--- config.mk ---
export PLATFORM = sky130hd
export DESIGN_NAME = decode_ibuf_flat
export DESIGN_NICKNAME = d
export VERILOG_FILES = /design/src/rtl/decode_ibuf_if.sv /design/src/rtl/decode_ibuf.sv /design/src/flat_wrapper.sv
export SDC_FILE = /design/constraint.sdc
export NUM_CORES = 2
export LEC_CHECK = 0
export BUFFER_PORTS_ARGS = -buffer_cell sky130_fd_sc_hd__buf_2
export CAP_MARGIN = 20
export CORE_AREA = 2 2 313 315
export CTS_CLUSTER_SIZE = 24
export DETAILED_ROUTE_END_ITERATION = 16
export DIE_AREA = 0 0 315 317
export PLACE_DENSITY = 0.57
export REMOVE_ABC_BUFFERS = 1
export SYNTH_ARGS = -nofsm -noshare
export SYNTH_HDL_FRONTEND = slang
export SYNTH_SLANG_ARGS = --single-unit
--- constraint.sdc ---
create_clock -name clk -period 8.8 [get_ports clk]
set_input_delay 0.88 -clock clk [delete_from_list [all_inputs] [get_ports clk]]
set_output_delay 0.88 -clock clk [all_outputs]
set_load 0.005 [all_outputs]
--- src/rtl/decode_ibuf_if.sv ---
// Fetch/decode handshake, operand and redirect bundle for decode_ibuf.
// master = surrounding pipeline (fetch, register file, bypass network); slave = decode_ibuf.
interface decode_ibuf_if #(
  parameter int DEPTH = 4,
  parameter int XLEN  = 64,
  parameter int NBYP  = 3
);
  localparam int CW = $clog2(DEPTH) + 1;

  logic                 in_valid;
  logic                 in_ready;
  logic [XLEN-1:0]      in_pc;
  logic [31:0]          in_instr;
  logic                 out_valid;
  logic                 out_ready;
  logic [XLEN-1:0]      out_pc;
  logic [31:0]          out_instr;
  logic [XLEN-1:0]      out_imm;
  logic [4:0]           out_ra1;
  logic [4:0]           out_ra2;
  logic [4:0]           out_dst;
  logic [XLEN-1:0]      rd1;
  logic [XLEN-1:0]      rd2;
  logic [NBYP-1:0]      byp_valid;
  logic [5*NBYP-1:0]    byp_dst;
  logic [XLEN*NBYP-1:0] byp_data;
  logic [XLEN-1:0]      out_srca;
  logic [XLEN-1:0]      out_srcb;
  logic                 redirect;
  logic [XLEN-1:0]      redirect_pc;
  logic                 flush;
  logic [CW-1:0]        count;

  modport master (
    output in_valid, in_pc, in_instr, out_ready, rd1, rd2,
           byp_valid, byp_dst, byp_data, flush,
    input  in_ready, out_valid, out_pc, out_instr, out_imm, out_ra1, out_ra2,
           out_dst, out_srca, out_srcb, redirect, redirect_pc, count
  );

  modport slave (
    input  in_valid, in_pc, in_instr, out_ready, rd1, rd2,
           byp_valid, byp_dst, byp_data, flush,
    output in_ready, out_valid, out_pc, out_instr, out_imm, out_ra1, out_ra2,
           out_dst, out_srca, out_srcb, redirect, redirect_pc, count
  );
endinterface

--- src/rtl/decode_ibuf.sv ---
// Decode front end: instruction FIFO, RV64I immediate, operand forwarding, branch/jump resolution.
// Optional zero-latency empty-buffer bypass: define DECODE_IBUF_PASSTHRU_EN.
module decode_ibuf #(
  parameter int DEPTH = 4,
  parameter int XLEN  = 64,
  parameter int NBYP  = 3
) (
  input  logic         clk,
  input  logic         reset,
  decode_ibuf_if.slave bus
);
  localparam int AW = $clog2(DEPTH);
  localparam int CW = AW + 1;
  localparam logic [CW-1:0] FULL = CW'(DEPTH);

  localparam logic [6:0] OP_LOAD   = 7'b0000011;
  localparam logic [6:0] OP_IMM    = 7'b0010011;
  localparam logic [6:0] OP_AUIPC  = 7'b0010111;
  localparam logic [6:0] OP_IMM32  = 7'b0011011;
  localparam logic [6:0] OP_STORE  = 7'b0100011;
  localparam logic [6:0] OP_LUI    = 7'b0110111;
  localparam logic [6:0] OP_BRANCH = 7'b1100011;
  localparam logic [6:0] OP_JALR   = 7'b1100111;
  localparam logic [6:0] OP_JAL    = 7'b1101111;

  logic [XLEN-1:0] r_pc    [DEPTH];
  logic [31:0]     r_instr [DEPTH];
  logic [AW-1:0]   r_wr;
  logic [AW-1:0]   r_rd;
  logic [CW-1:0]   r_count;
  logic            r_redirect;
  logic [XLEN-1:0] r_redirect_pc;

  logic            w_pt;
  logic            w_out_valid;
  logic            w_in_ready;
  logic            w_push;
  logic            w_pop;
  logic            w_pop_mem;
  logic            w_taken;
  logic [XLEN-1:0] w_head_pc;
  logic [31:0]     w_head_instr;
  logic [6:0]      w_opc;
  logic [XLEN-1:0] w_imm_i;
  logic [XLEN-1:0] w_imm_s;
  logic [XLEN-1:0] w_imm_b;
  logic [XLEN-1:0] w_imm_u;
  logic [XLEN-1:0] w_imm_j;
  logic [XLEN-1:0] w_imm;
  logic [XLEN-1:0] w_srca;
  logic [XLEN-1:0] w_srcb;
  logic [XLEN-1:0] w_jalr_sum;
  logic            w_br_taken;
  logic [XLEN-1:0] w_target;
  logic [NBYP-1:0]      w_byp_valid;
  logic [5*NBYP-1:0]    w_byp_dst;
  logic [XLEN*NBYP-1:0] w_byp_data;

`ifdef DECODE_IBUF_PASSTHRU_EN
  assign w_pt = (r_count == {CW{1'b0}}) & bus.in_valid & ~r_redirect & ~bus.flush;
`else
  assign w_pt = 1'b0;
`endif

  assign w_head_pc    = w_pt ? bus.in_pc    : r_pc[r_rd];
  assign w_head_instr = w_pt ? bus.in_instr : r_instr[r_rd];
  assign w_out_valid  = (r_count != {CW{1'b0}}) | w_pt;
  assign w_in_ready   = (r_count != FULL);
  assign w_pop        = w_out_valid & bus.out_ready;
  assign w_pop_mem    = w_pop & ~w_pt;
  // A bypassed-and-consumed instruction never occupies a slot.
  assign w_push       = bus.in_valid & w_in_ready & ~r_redirect & ~bus.flush
                        & ~(w_pt & bus.out_ready);
  assign w_taken      = w_pop & w_br_taken;

  assign w_opc   = w_head_instr[6:0];
  assign w_imm_i = {{(XLEN-12){w_head_instr[31]}}, w_head_instr[31:20]};
  assign w_imm_s = {{(XLEN-12){w_head_instr[31]}}, w_head_instr[31:25], w_head_instr[11:7]};
  assign w_imm_b = {{(XLEN-13){w_head_instr[31]}}, w_head_instr[31], w_head_instr[7],
                    w_head_instr[30:25], w_head_instr[11:8], 1'b0};
  assign w_imm_u = {{(XLEN-32){w_head_instr[31]}}, w_head_instr[31:12], 12'h000};
  assign w_imm_j = {{(XLEN-21){w_head_instr[31]}}, w_head_instr[31], w_head_instr[19:12],
                    w_head_instr[20], w_head_instr[30:21], 1'b0};

  assign w_byp_valid = bus.byp_valid;
  assign w_byp_dst   = bus.byp_dst;
  assign w_byp_data  = bus.byp_data;

  // Youngest matching bypass wins; scanning oldest-first lets lower indices override.
  function automatic logic [XLEN-1:0] fwd(input logic [4:0] ra, input logic [XLEN-1:0] rdv);
    logic [XLEN-1:0] v;
    v = rdv;
    for (int i = NBYP - 1; i >= 0; i--) begin
      if ((ra != 5'd0) && w_byp_valid[i] && (w_byp_dst[i*5 +: 5] == ra)) begin
        v = w_byp_data[i*XLEN +: XLEN];
      end else begin
        v = v;
      end
    end
    return v;
  endfunction

  assign w_srca     = fwd(w_head_instr[19:15], bus.rd1);
  assign w_srcb     = fwd(w_head_instr[24:20], bus.rd2);
  assign w_jalr_sum = w_srca + w_imm_i;

  // Head immediate selection by opcode.
  always_comb begin
    w_imm = {XLEN{1'b0}};
    case (w_opc)
      OP_IMM, OP_LOAD, OP_JALR, OP_IMM32: w_imm = w_imm_i;
      OP_STORE:                           w_imm = w_imm_s;
      OP_BRANCH:                          w_imm = w_imm_b;
      OP_LUI:                             w_imm = w_imm_u;
      OP_AUIPC:                           w_imm = w_imm_u + w_head_pc;
      OP_JAL:                             w_imm = w_head_pc + XLEN'(4);
      default:                            w_imm = {XLEN{1'b0}};
    endcase
  end

  // Branch/jump decision and target for the head entry.
  always_comb begin
    w_br_taken = 1'b0;
    w_target   = w_head_pc + w_imm_b;
    case (w_opc)
      OP_BRANCH: begin
        case (w_head_instr[14:12])
          3'b000:  w_br_taken = (w_srca == w_srcb);
          3'b001:  w_br_taken = (w_srca != w_srcb);
          3'b100:  w_br_taken = ($signed(w_srca) <  $signed(w_srcb));
          3'b101:  w_br_taken = ($signed(w_srca) >= $signed(w_srcb));
          3'b110:  w_br_taken = (w_srca <  w_srcb);
          3'b111:  w_br_taken = (w_srca >= w_srcb);
          default: w_br_taken = 1'b0;
        endcase
      end
      OP_JAL: begin
        w_br_taken = 1'b1;
        w_target   = w_head_pc + w_imm_j;
      end
      OP_JALR: begin
        w_br_taken = 1'b1;
        w_target   = {w_jalr_sum[XLEN-1:1], 1'b0};
      end
      default: begin
        w_br_taken = 1'b0;
        w_target   = w_head_pc + w_imm_b;
      end
    endcase
  end

  // FIFO pointers/occupancy, storage and registered redirect.
  always_ff @(posedge clk or posedge reset) begin
    if (reset) begin
      r_wr          <= {AW{1'b0}};
      r_rd          <= {AW{1'b0}};
      r_count       <= {CW{1'b0}};
      r_redirect    <= 1'b0;
      r_redirect_pc <= {XLEN{1'b0}};
    end else if (bus.flush) begin
      r_count    <= {CW{1'b0}};
      r_rd       <= r_wr;
      r_redirect <= 1'b0;
    end else if (w_taken) begin
      r_redirect    <= 1'b1;
      r_redirect_pc <= w_target;
      r_count       <= {CW{1'b0}};
      r_rd          <= r_wr;
    end else begin
      r_redirect <= 1'b0;
      if (w_push) begin
        r_pc[r_wr]    <= bus.in_pc;
        r_instr[r_wr] <= bus.in_instr;
        r_wr          <= r_wr + AW'(1);
      end
      if (w_pop_mem) begin
        r_rd <= r_rd + AW'(1);
      end
      case ({w_push, w_pop_mem})
        2'b10:   r_count <= r_count + CW'(1);
        2'b01:   r_count <= r_count - CW'(1);
        default: r_count <= r_count;
      endcase
    end
  end

  assign bus.in_ready    = w_in_ready;
  assign bus.out_valid   = w_out_valid;
  assign bus.out_pc      = w_head_pc;
  assign bus.out_instr   = w_head_instr;
  assign bus.out_imm     = w_imm;
  assign bus.out_ra1     = w_head_instr[19:15];
  assign bus.out_ra2     = w_head_instr[24:20];
  assign bus.out_dst     = w_head_instr[11:7];
  assign bus.out_srca    = w_srca;
  assign bus.out_srcb    = w_srcb;
  assign bus.redirect    = r_redirect;
  assign bus.redirect_pc = r_redirect_pc;
  assign bus.count       = r_count;
endmodule

--- src/flat_wrapper.sv ---
// flat-port wrapper written by rule: the top's interface ports become plain ports
module decode_ibuf_flat 
#(
  parameter int DEPTH = 4,
  parameter int XLEN  = 64,
  parameter int NBYP  = 3
)
  (clk, reset, bus_in_valid, bus_in_pc, bus_in_instr, bus_out_ready, bus_rd1, bus_rd2, bus_byp_valid, bus_byp_dst, bus_byp_data, bus_flush, bus_in_ready, bus_out_valid, bus_out_pc, bus_out_instr, bus_out_imm, bus_out_ra1, bus_out_ra2, bus_out_dst, bus_out_srca, bus_out_srcb, bus_redirect, bus_redirect_pc, bus_count);
  decode_ibuf_if #(.DEPTH(DEPTH), .XLEN(XLEN), .NBYP(NBYP)) bus_i ();
  input  logic clk;
  input  logic reset;
  input wire logic [$bits(bus_i.in_valid)-1:0] bus_in_valid;
  input wire logic [$bits(bus_i.in_pc)-1:0] bus_in_pc;
  input wire logic [$bits(bus_i.in_instr)-1:0] bus_in_instr;
  input wire logic [$bits(bus_i.out_ready)-1:0] bus_out_ready;
  input wire logic [$bits(bus_i.rd1)-1:0] bus_rd1;
  input wire logic [$bits(bus_i.rd2)-1:0] bus_rd2;
  input wire logic [$bits(bus_i.byp_valid)-1:0] bus_byp_valid;
  input wire logic [$bits(bus_i.byp_dst)-1:0] bus_byp_dst;
  input wire logic [$bits(bus_i.byp_data)-1:0] bus_byp_data;
  input wire logic [$bits(bus_i.flush)-1:0] bus_flush;
  output wire logic [$bits(bus_i.in_ready)-1:0] bus_in_ready;
  output wire logic [$bits(bus_i.out_valid)-1:0] bus_out_valid;
  output wire logic [$bits(bus_i.out_pc)-1:0] bus_out_pc;
  output wire logic [$bits(bus_i.out_instr)-1:0] bus_out_instr;
  output wire logic [$bits(bus_i.out_imm)-1:0] bus_out_imm;
  output wire logic [$bits(bus_i.out_ra1)-1:0] bus_out_ra1;
  output wire logic [$bits(bus_i.out_ra2)-1:0] bus_out_ra2;
  output wire logic [$bits(bus_i.out_dst)-1:0] bus_out_dst;
  output wire logic [$bits(bus_i.out_srca)-1:0] bus_out_srca;
  output wire logic [$bits(bus_i.out_srcb)-1:0] bus_out_srcb;
  output wire logic [$bits(bus_i.redirect)-1:0] bus_redirect;
  output wire logic [$bits(bus_i.redirect_pc)-1:0] bus_redirect_pc;
  output wire logic [$bits(bus_i.count)-1:0] bus_count;
  assign bus_i.in_valid = bus_in_valid;
  assign bus_i.in_pc = bus_in_pc;
  assign bus_i.in_instr = bus_in_instr;
  assign bus_i.out_ready = bus_out_ready;
  assign bus_i.rd1 = bus_rd1;
  assign bus_i.rd2 = bus_rd2;
  assign bus_i.byp_valid = bus_byp_valid;
  assign bus_i.byp_dst = bus_byp_dst;
  assign bus_i.byp_data = bus_byp_data;
  assign bus_i.flush = bus_flush;
  assign bus_in_ready = bus_i.in_ready;
  assign bus_out_valid = bus_i.out_valid;
  assign bus_out_pc = bus_i.out_pc;
  assign bus_out_instr = bus_i.out_instr;
  assign bus_out_imm = bus_i.out_imm;
  assign bus_out_ra1 = bus_i.out_ra1;
  assign bus_out_ra2 = bus_i.out_ra2;
  assign bus_out_dst = bus_i.out_dst;
  assign bus_out_srca = bus_i.out_srca;
  assign bus_out_srcb = bus_i.out_srcb;
  assign bus_redirect = bus_i.redirect;
  assign bus_redirect_pc = bus_i.redirect_pc;
  assign bus_count = bus_i.count;
  decode_ibuf #(.DEPTH(DEPTH), .XLEN(XLEN), .NBYP(NBYP)) u_core (.clk(clk), .reset(reset), .bus(bus_i));
endmodule
# Word-level counts from Yosys, hierarchy flattened
# Memory sizes are Yosys's and may differ from the RTL's.
# Cells that the tools add are included.
op_classes:
  div_mod_pow: 0
  order_cmp: 4
  reduce_logical: 24
  n_mul: 0
  n_mux: 22
  add_sub_neg: 9
  n_bitwise: 8
  n_eq_ne: 25
  shifts: 0
op_table:
  columns: ["op", "n"]
  rows:
  - ["$mux 64", 6]
  - ["$pmux 64 s6", 1]
  - ["$add 64x64->64", 4]
  - ["$ge 64x64->1", 2]
  - ["$lt 64x64->1", 2]
  - ["$pmux 64 s2", 1]
  - ["$add 64x3->64 const B", 1]
  - ["$eq 64x64->1", 1]
  - ["$ne 64x64->1", 1]
  - ["$eq 5x5->1", 6]
  - ["$eq 7x5->1 const B", 3]
  - ["$eq 7x7->1 const B", 3]
  - ["$eq 7x6->1 const B", 2]
  - ["$logic_and 1x1->1", 13]
  - ["$eq 3x3->1 const B", 4]
  - ["$reduce_bool 5->1", 2]
  - ["$eq 7x2->1 const B", 1]
  - ["$mux 1", 6]
  - ["$mux 2", 3]
  - ["$mux 3", 2]
  - ["$pmux 1 s6", 1]
  - ["$pmux 3 s2", 1]
  - ["$reduce_bool 3->1", 2]
  - ["$and 1x1->1", 5]
  - ["16 further kinds", 19]
totals:
  n_memories: 2
  ramBits: 384
  romBits: 0
  latchBits: 0
  elab_cells: 99
  out_inout_bits: 373
  ff_bits: 72
  input_bits: 439
mem_list:
  columns: ["memory", "depth", "word_bits", "rd", "rd_clocked_by_memory_dff", "wr", "line", "text"]
  rows:
  - ["u_core.r_pc", 4, 64, 1, 0, 1, "decode_ibuf.sv:26", "logic [XLEN-1:0] r_pc [DEPTH];"]
  - ["u_core.r_instr", 4, 32, 1, 0, 1, "decode_ibuf.sv:27", "logic [31:0] r_instr [DEPTH];"]

# Longest topological paths before layout
# An unclocked memory read counts as a cell.
logic_depth:
  depth_word: 15
  mapped_depth: 31
  mapped_depth_nobuf: 23

# Worst setup path after synthesis
# OpenSTA, ideal clock, no wires.
synth_path:
  kind: "register -> register"
  from: "register u_core.r_rd[0]"
  to: "memory u_core.r_instr[0][0] (enable)"
  stages_incl_launch_ff: 28
  synth_period_minus_slack_ns: 9.100
  t_arrival_ns: 8.634
  path_slack_ns: -0.300
  path_cell_list: "dfrtp_1 buf_6 buf_6 buf_6 mux4_2 clkbuf_1 or4_1 nor2_1 or4_1 clkbuf_1 clkbuf_1 nor2_1 a211oi_1 a21oi_1 ha_1 nand2_1 or3_1 or3_4 or4_4 nor4_4 or3_1 o21ai_0 a22o_1 a21oi_1 o31a_1 a21oi_1 nor3_1 and2_1"
synth_between:
  elab_chain_cells: 15
synth_rtl:
  columns: ["element", "line", "text"]
  rows:
  - ["start, declared", "decode_ibuf.sv:29", "logic [AW-1:0] r_rd;"]
  - ["start signal, assigned", "decode_ibuf.sv:156", "r_rd <= {AW{1'b0}};"]
  - ["start signal, assigned", "decode_ibuf.sv:162", "r_rd <= r_wr;"]
  - ["start signal, assigned", "decode_ibuf.sv:168", "r_rd <= r_wr;"]
  - ["$mem_v2 4x32 (*)", null, null]
  - ["via bus_out_instr[21]", "flat_wrapper.sv:25", "output wire logic [$bits(bus_i.out_instr)-1:0] bus_out_instr;"]
  - ["$reduce_bool 5->1", "decode_ibuf.sv:94", "if ((ra != 5'd0) && w_byp_valid[i] && (w_byp_dst[i*5 +: 5] == ra)) begin"]
  - ["$logic_and 1x1->1 (2 in a row)", "decode_ibuf.sv:94", null]
  - ["$mux 64 (2 in a row)", "decode_ibuf.sv:94", null]
  - ["$mux 64 (*)", "decode_ibuf.sv:94", null]
  - ["$ge 64x64->1, or another cell as far along", "decode_ibuf.sv:133", "3'b111: w_br_taken = (w_srca >= w_srcb);"]
  - ["$pmux 1 s6 (*)", "decode_ibuf.sv:127", "case (w_head_instr[14:12])"]
  - ["$pmux 1 s2 (*)", "decode_ibuf.sv:125", "case (w_opc)"]
  - ["$and 1x1->1 (*)", "decode_ibuf.sv:74", "assign w_taken = w_pop & w_br_taken;"]
  - ["$mux 1 (*)", "decode_ibuf.sv:164", "end else if (w_taken) begin"]
  - ["$mux 1 (*)", "decode_ibuf.sv:160", "end else if (bus.flush) begin"]
  - ["$logic_and 1x1->1 (not written as such) (*)", "decode_ibuf.sv:173", "r_instr[r_wr] <= bus.in_instr;"]
  - ["$mux 1 (not written as such) (*)", "decode_ibuf.sv:173", null]
  - ["end, declared", "decode_ibuf.sv:27", null]
# The timed path passes the listed nets; every way through them passes the cells marked *.

# Final worst setup path
layout_path:
  from: "register u_core.r_rd[1]"
  to: "output bus_out_imm[46]"
layout_between:
  elab_chain_cells: 4
layout_rtl:
  columns: ["element", "line", "text"]
  rows:
  - ["parallel branches: the longest is 3 deep, another holds $mem_v2 4x64", null, null]
  - ["$pmux 64 s6 (*)", "decode_ibuf.sv:110", "case (w_opc)"]
  - ["end, declared", "flat_wrapper.sv:26", "output wire logic [$bits(bus_i.out_imm)-1:0] bus_out_imm;"]
# Every way passes the cells marked *.

==> results list <==
- Share of synthesized cell area in full adder, half adder and majority cells: 7.93%
* Portion of synthesized cell area occupied by the leading cell type: 33.5%
- Based on the critical path, the design can be clocked at up to 122 MHz.
- After synthesis, the largest family of logic cells by area is compound AO/OA/AOI/OAI gates.
* Final worst-path setup slack: 636 ps
- Worst setup EP type: primary output
- The signal on the critical path passes through buf_4, buf_4, mux4_2, ha_1, a21oi_1, o21bai_1, a21oi_1, o21bai_1, a21oi_1, o21ai_0, a41oi_1, buf_4, o21ai_1, a31oi_1, o21ai_0, a21oi_1, xor2_1, o221ai_1, buf_2.
- Detailed placement finished with a half-perimeter wire length of 113 mm.
- The run finished with clean final reports.
* Aggregate routed wire length: 142 mm
- The average instance in the mapped netlist occupies 9.68 sq um.
* Root Buffer: sky130_fd_sc_hd__clkbuf_16
- Final Cycle Share: 92.8%
- Counting flops with an async set or reset pin after synthesis yields a share of 15.8%.
* Data required time at the worst endpoint: 7920 ps
* CTS tree: done
* Number of top-level pins: 812
* CP max stage cell: sky130_fd_sc_hd__dfrtp_4
* Final Hold Fails: 0
* Total routing usage reported by global routing: 27.1%
- Port Buffer Count: 811
* Simple-gate area share of the yosys netlist: 12.7%
- Average vias per placed instance: 5.63
- Synth Warn #: 0
- Cells fill 42.9% of the core in the end.
- Clock latency reported for the late side of the worst-skew pair: 610 ps
- CTS resizes: 0
- Timing analysis after detailed placement gives a worst setup slack of 732 ps.
- Prevailing post-synth register cell: sky130_fd_sc_hd__edfxtp_1
* Chip width: 315 um
* Overall overflow remaining after global route: 0
* Final routed wire length divided by cell count: 25.3 um
- The initial antenna violation count came to 25.
* Initial Util: 35.8%
* Number of global-route vias before repair: 30217
- Clock buffers created by TritonCTS: 45
- The number of different library cells used by synthesis comes to 91.
- The worst-case IR drop observed on VDD is 244 uV.
- For the pin with the worst max-slew slack, the measured transition is 1150 ps.
- The tightest min-delay check is of the in2async type.
* Delay of the slowest critical-path stage: 600 ps
- Of the synthesized area, sequential elements account for 38.7%.
- Most area-hungry cell type in the Yosys netlist: sky130_fd_sc_hd__edfxtp_1
- Type of origin of the critical path: register
- Via total after detailed routing: 31468
- Standard-cell row count: 114
- Routability-driven placement finished with a final weighted congestion of 0.963.
- Number of iterations in the first detailed-routing pass: 6
* Post-synthesis mux area share: 10.5%
- Number of sinks handled by clock tree synthesis: 456
* Post-synthesis instance area: 34500 sq um
- Number of synthesized flops with an enable pin: 384
- By area the synthesized netlist is led by sky130_fd_sc_hd__edfxtp_1 (33%), sky130_fd_sc_hd__ha_1 (7.7%), sky130_fd_sc_hd__mux4_2 (6.3%), sky130_fd_sc_hd__dfrtp_1 (5.2%), sky130_fd_sc_hd__o21ai_0 (4.6%).
- Synthesized instance count: 3558
- Setup-violating endpoint count in the final report: 0
- Postcts setup bufs: 0
* Final Max Tran Viols: 0
* Hold bufs inserted after CTS: 0
* Area inside the core boundary: 96300 sq um
- Pin count of the biggest net entering global routing: 90
- In this run the vertical extent of the chip is 317 um.
- Summing the areas of all compound-gate instances in the mapped netlist gives 19.5% of the synthesized area.
- Setup total negative slack on the finished layout was measured at 0 ps.
- Antenna violation net count after detailed routing: 0
- Final #Nets: 4920
* Share of layout cells above drive strength 1: 25.4%
- Power per standard cell area: 403 nW/um^2
- After layout, the minimum clock period comes to 8160 ps.
- Remaining design rule violation count: 0
- The clock arrives with 37.2 ps of skew.
- Worst Setup Path Type: reg2out
* Wire length of the first global-routing pass: 202 mm
- Data on the critical path arrives at its endpoint at 7280 ps.
- In this run the tightest slew margin relative to its limit is 22.3%.
- Of the total synthesized cell area, the portion taken by XOR and XNOR cells is 6.15%.
* RSZ-0062 raised after global routing: no
- Max-cap violations in this run came to 0.
- Count of state elements after synthesis: 456
* Clock-pin slew reported for the worst setup and hold paths after clock tree synthesis: 70 ps
- The die covers 99900 sq um.
- Area growth syn-to-layout: 20.0%
- Initial drt markers: 2784
- Cell occurring most often along the worst timing path: sky130_fd_sc_hd__a21oi_1
- Maximum fanout along the worst path: 39
- No sink is reached through more buffers than the 3 on the longest clock path.
- Leakage dissipation: 17.3 nW
- H-tree depth: 2
area by class of cell:
class	instances	area (sq um)
repair buffers	875	4760
well taps	1276	1600
fillers	9529	54900
multi-input cells	2748	19600
diodes	11	27.5
flip-flops and latches	456	13300
inverters	139	536
clock inverters	29	287
clock buffers	54	1170
cells in the final DEF (no fill, tap or decap), drive strengths merged, types with 39 or more instances in the layout:
cell and instances:
nand3 55, mux4 96, o21bai 43, o221ai 39, a21oi 319, edfxtp 384
mux2i 140, dfrtp 72, inv 141, ha 212, nand2 399, nor2 261
xor2 83, buf 875, xnor2 159, o21ai 325, a211oi 82, nand4 55
a21o 115, clkbuf 54
layer usage:
metal / global-route usage [%] / vias to the layer above / wire length [um]
met2: 45.1 / 1250 / 67500
met5: 0 / - / 108
li1: - / 14694 / -
met3: 4.13 / 259 / 8780
met4: 10.8 / 20 / 5590
met1: 35.5 / 15245 / 59500
cells in the mapped netlist, types with 96 or more instances:
master / n
sky130_fd_sc_hd__a21o_1: 115
sky130_fd_sc_hd__a21oi_1: 318
sky130_fd_sc_hd__clkbuf_1: 149
sky130_fd_sc_hd__edfxtp_1: 384
sky130_fd_sc_hd__ha_1: 212
sky130_fd_sc_hd__inv_1: 138
sky130_fd_sc_hd__mux2i_1: 140
sky130_fd_sc_hd__mux4_2: 96
sky130_fd_sc_hd__nand2_1: 399
sky130_fd_sc_hd__nor2_1: 261
sky130_fd_sc_hd__o21ai_0: 319
sky130_fd_sc_hd__xnor2_1: 159
flip-flops by register name (all words and copies together) (netlist names):
name / flops
u_core.r_pc: 256
u_core.r_instr: 128
u_core.bus.redirect_pc: 64
u_core.bus.count: 3
u_core.r_rd: 2
u_core.r_wr: 2
u_core.bus.redirect: 1
worst paths after layout:
path | cells after the start | from | slack (ps) | end
hold / removal | 2 | reset | 440 | u_core.r_wr[0]
setup / recovery | 19 | u_core.r_rd[1] | 640 | bus_out_imm[46]
setup reg to reg | 25 | u_core.r_rd[0] | 750 | u_core.r_pc[3][12]
max in group asynchronous | 3 | reset | 7380 | u_core.bus.redirect_pc[48]
min in group clk | 2 | u_core.bus.redirect_pc[27] | 480 | u_core.bus.redirect_pc[27]
hold reg to reg | 2 | u_core.bus.redirect_pc[27] | 480 | u_core.bus.redirect_pc[27]
per-stage QoR:
stage | area [sq um] | instances | hold slack [ps] | power, mW
finish | 41300 | 5588 | 439 | 16.7
detailed placement | 39900 | 5494 | 469 | 14.6
floorplan | 33400 | 3343 | 463 | 10.6
CTS | 41300 | 5577 | 433 | 16.6
global route | 41300 | 5584 | 473 | 17.8
global placement | 39800 | 5492 | 455 | 14.6
cells by family after synthesis:
kind of cell             Yosys count
AND/OR/NAND/NOR                  966
XOR/XNOR                         242
AO/OA/AOI/OAI                   1085
buffers and inverters            354
flip-flops                       456
adder cells (fa/ha/maj)          216
multiplexers                     239
worst max-delay path, delay by kind of cell (launching register included):
| family | cells | cell delay [ps] |
|---|---|---|
| adders and majority gates | 1 | 410 |
| AOI/OAI and AO/OA | 12 | 3310 |
| muxes | 1 | 590 |
| xor gates and xnor gates | 1 | 210 |
| DFF | 1 | 600 |
| buffers and inverters | 4 | 1550 |
power by group:
part           switching [mW]  internal, mW  leakage (nW)
Sequential              0.196          2.59          4.45
Clock                   0.866          1.05         0.701
Combinational            7.46          4.49          12.1
No activity file was read; power rests on OpenSTA's default activity.
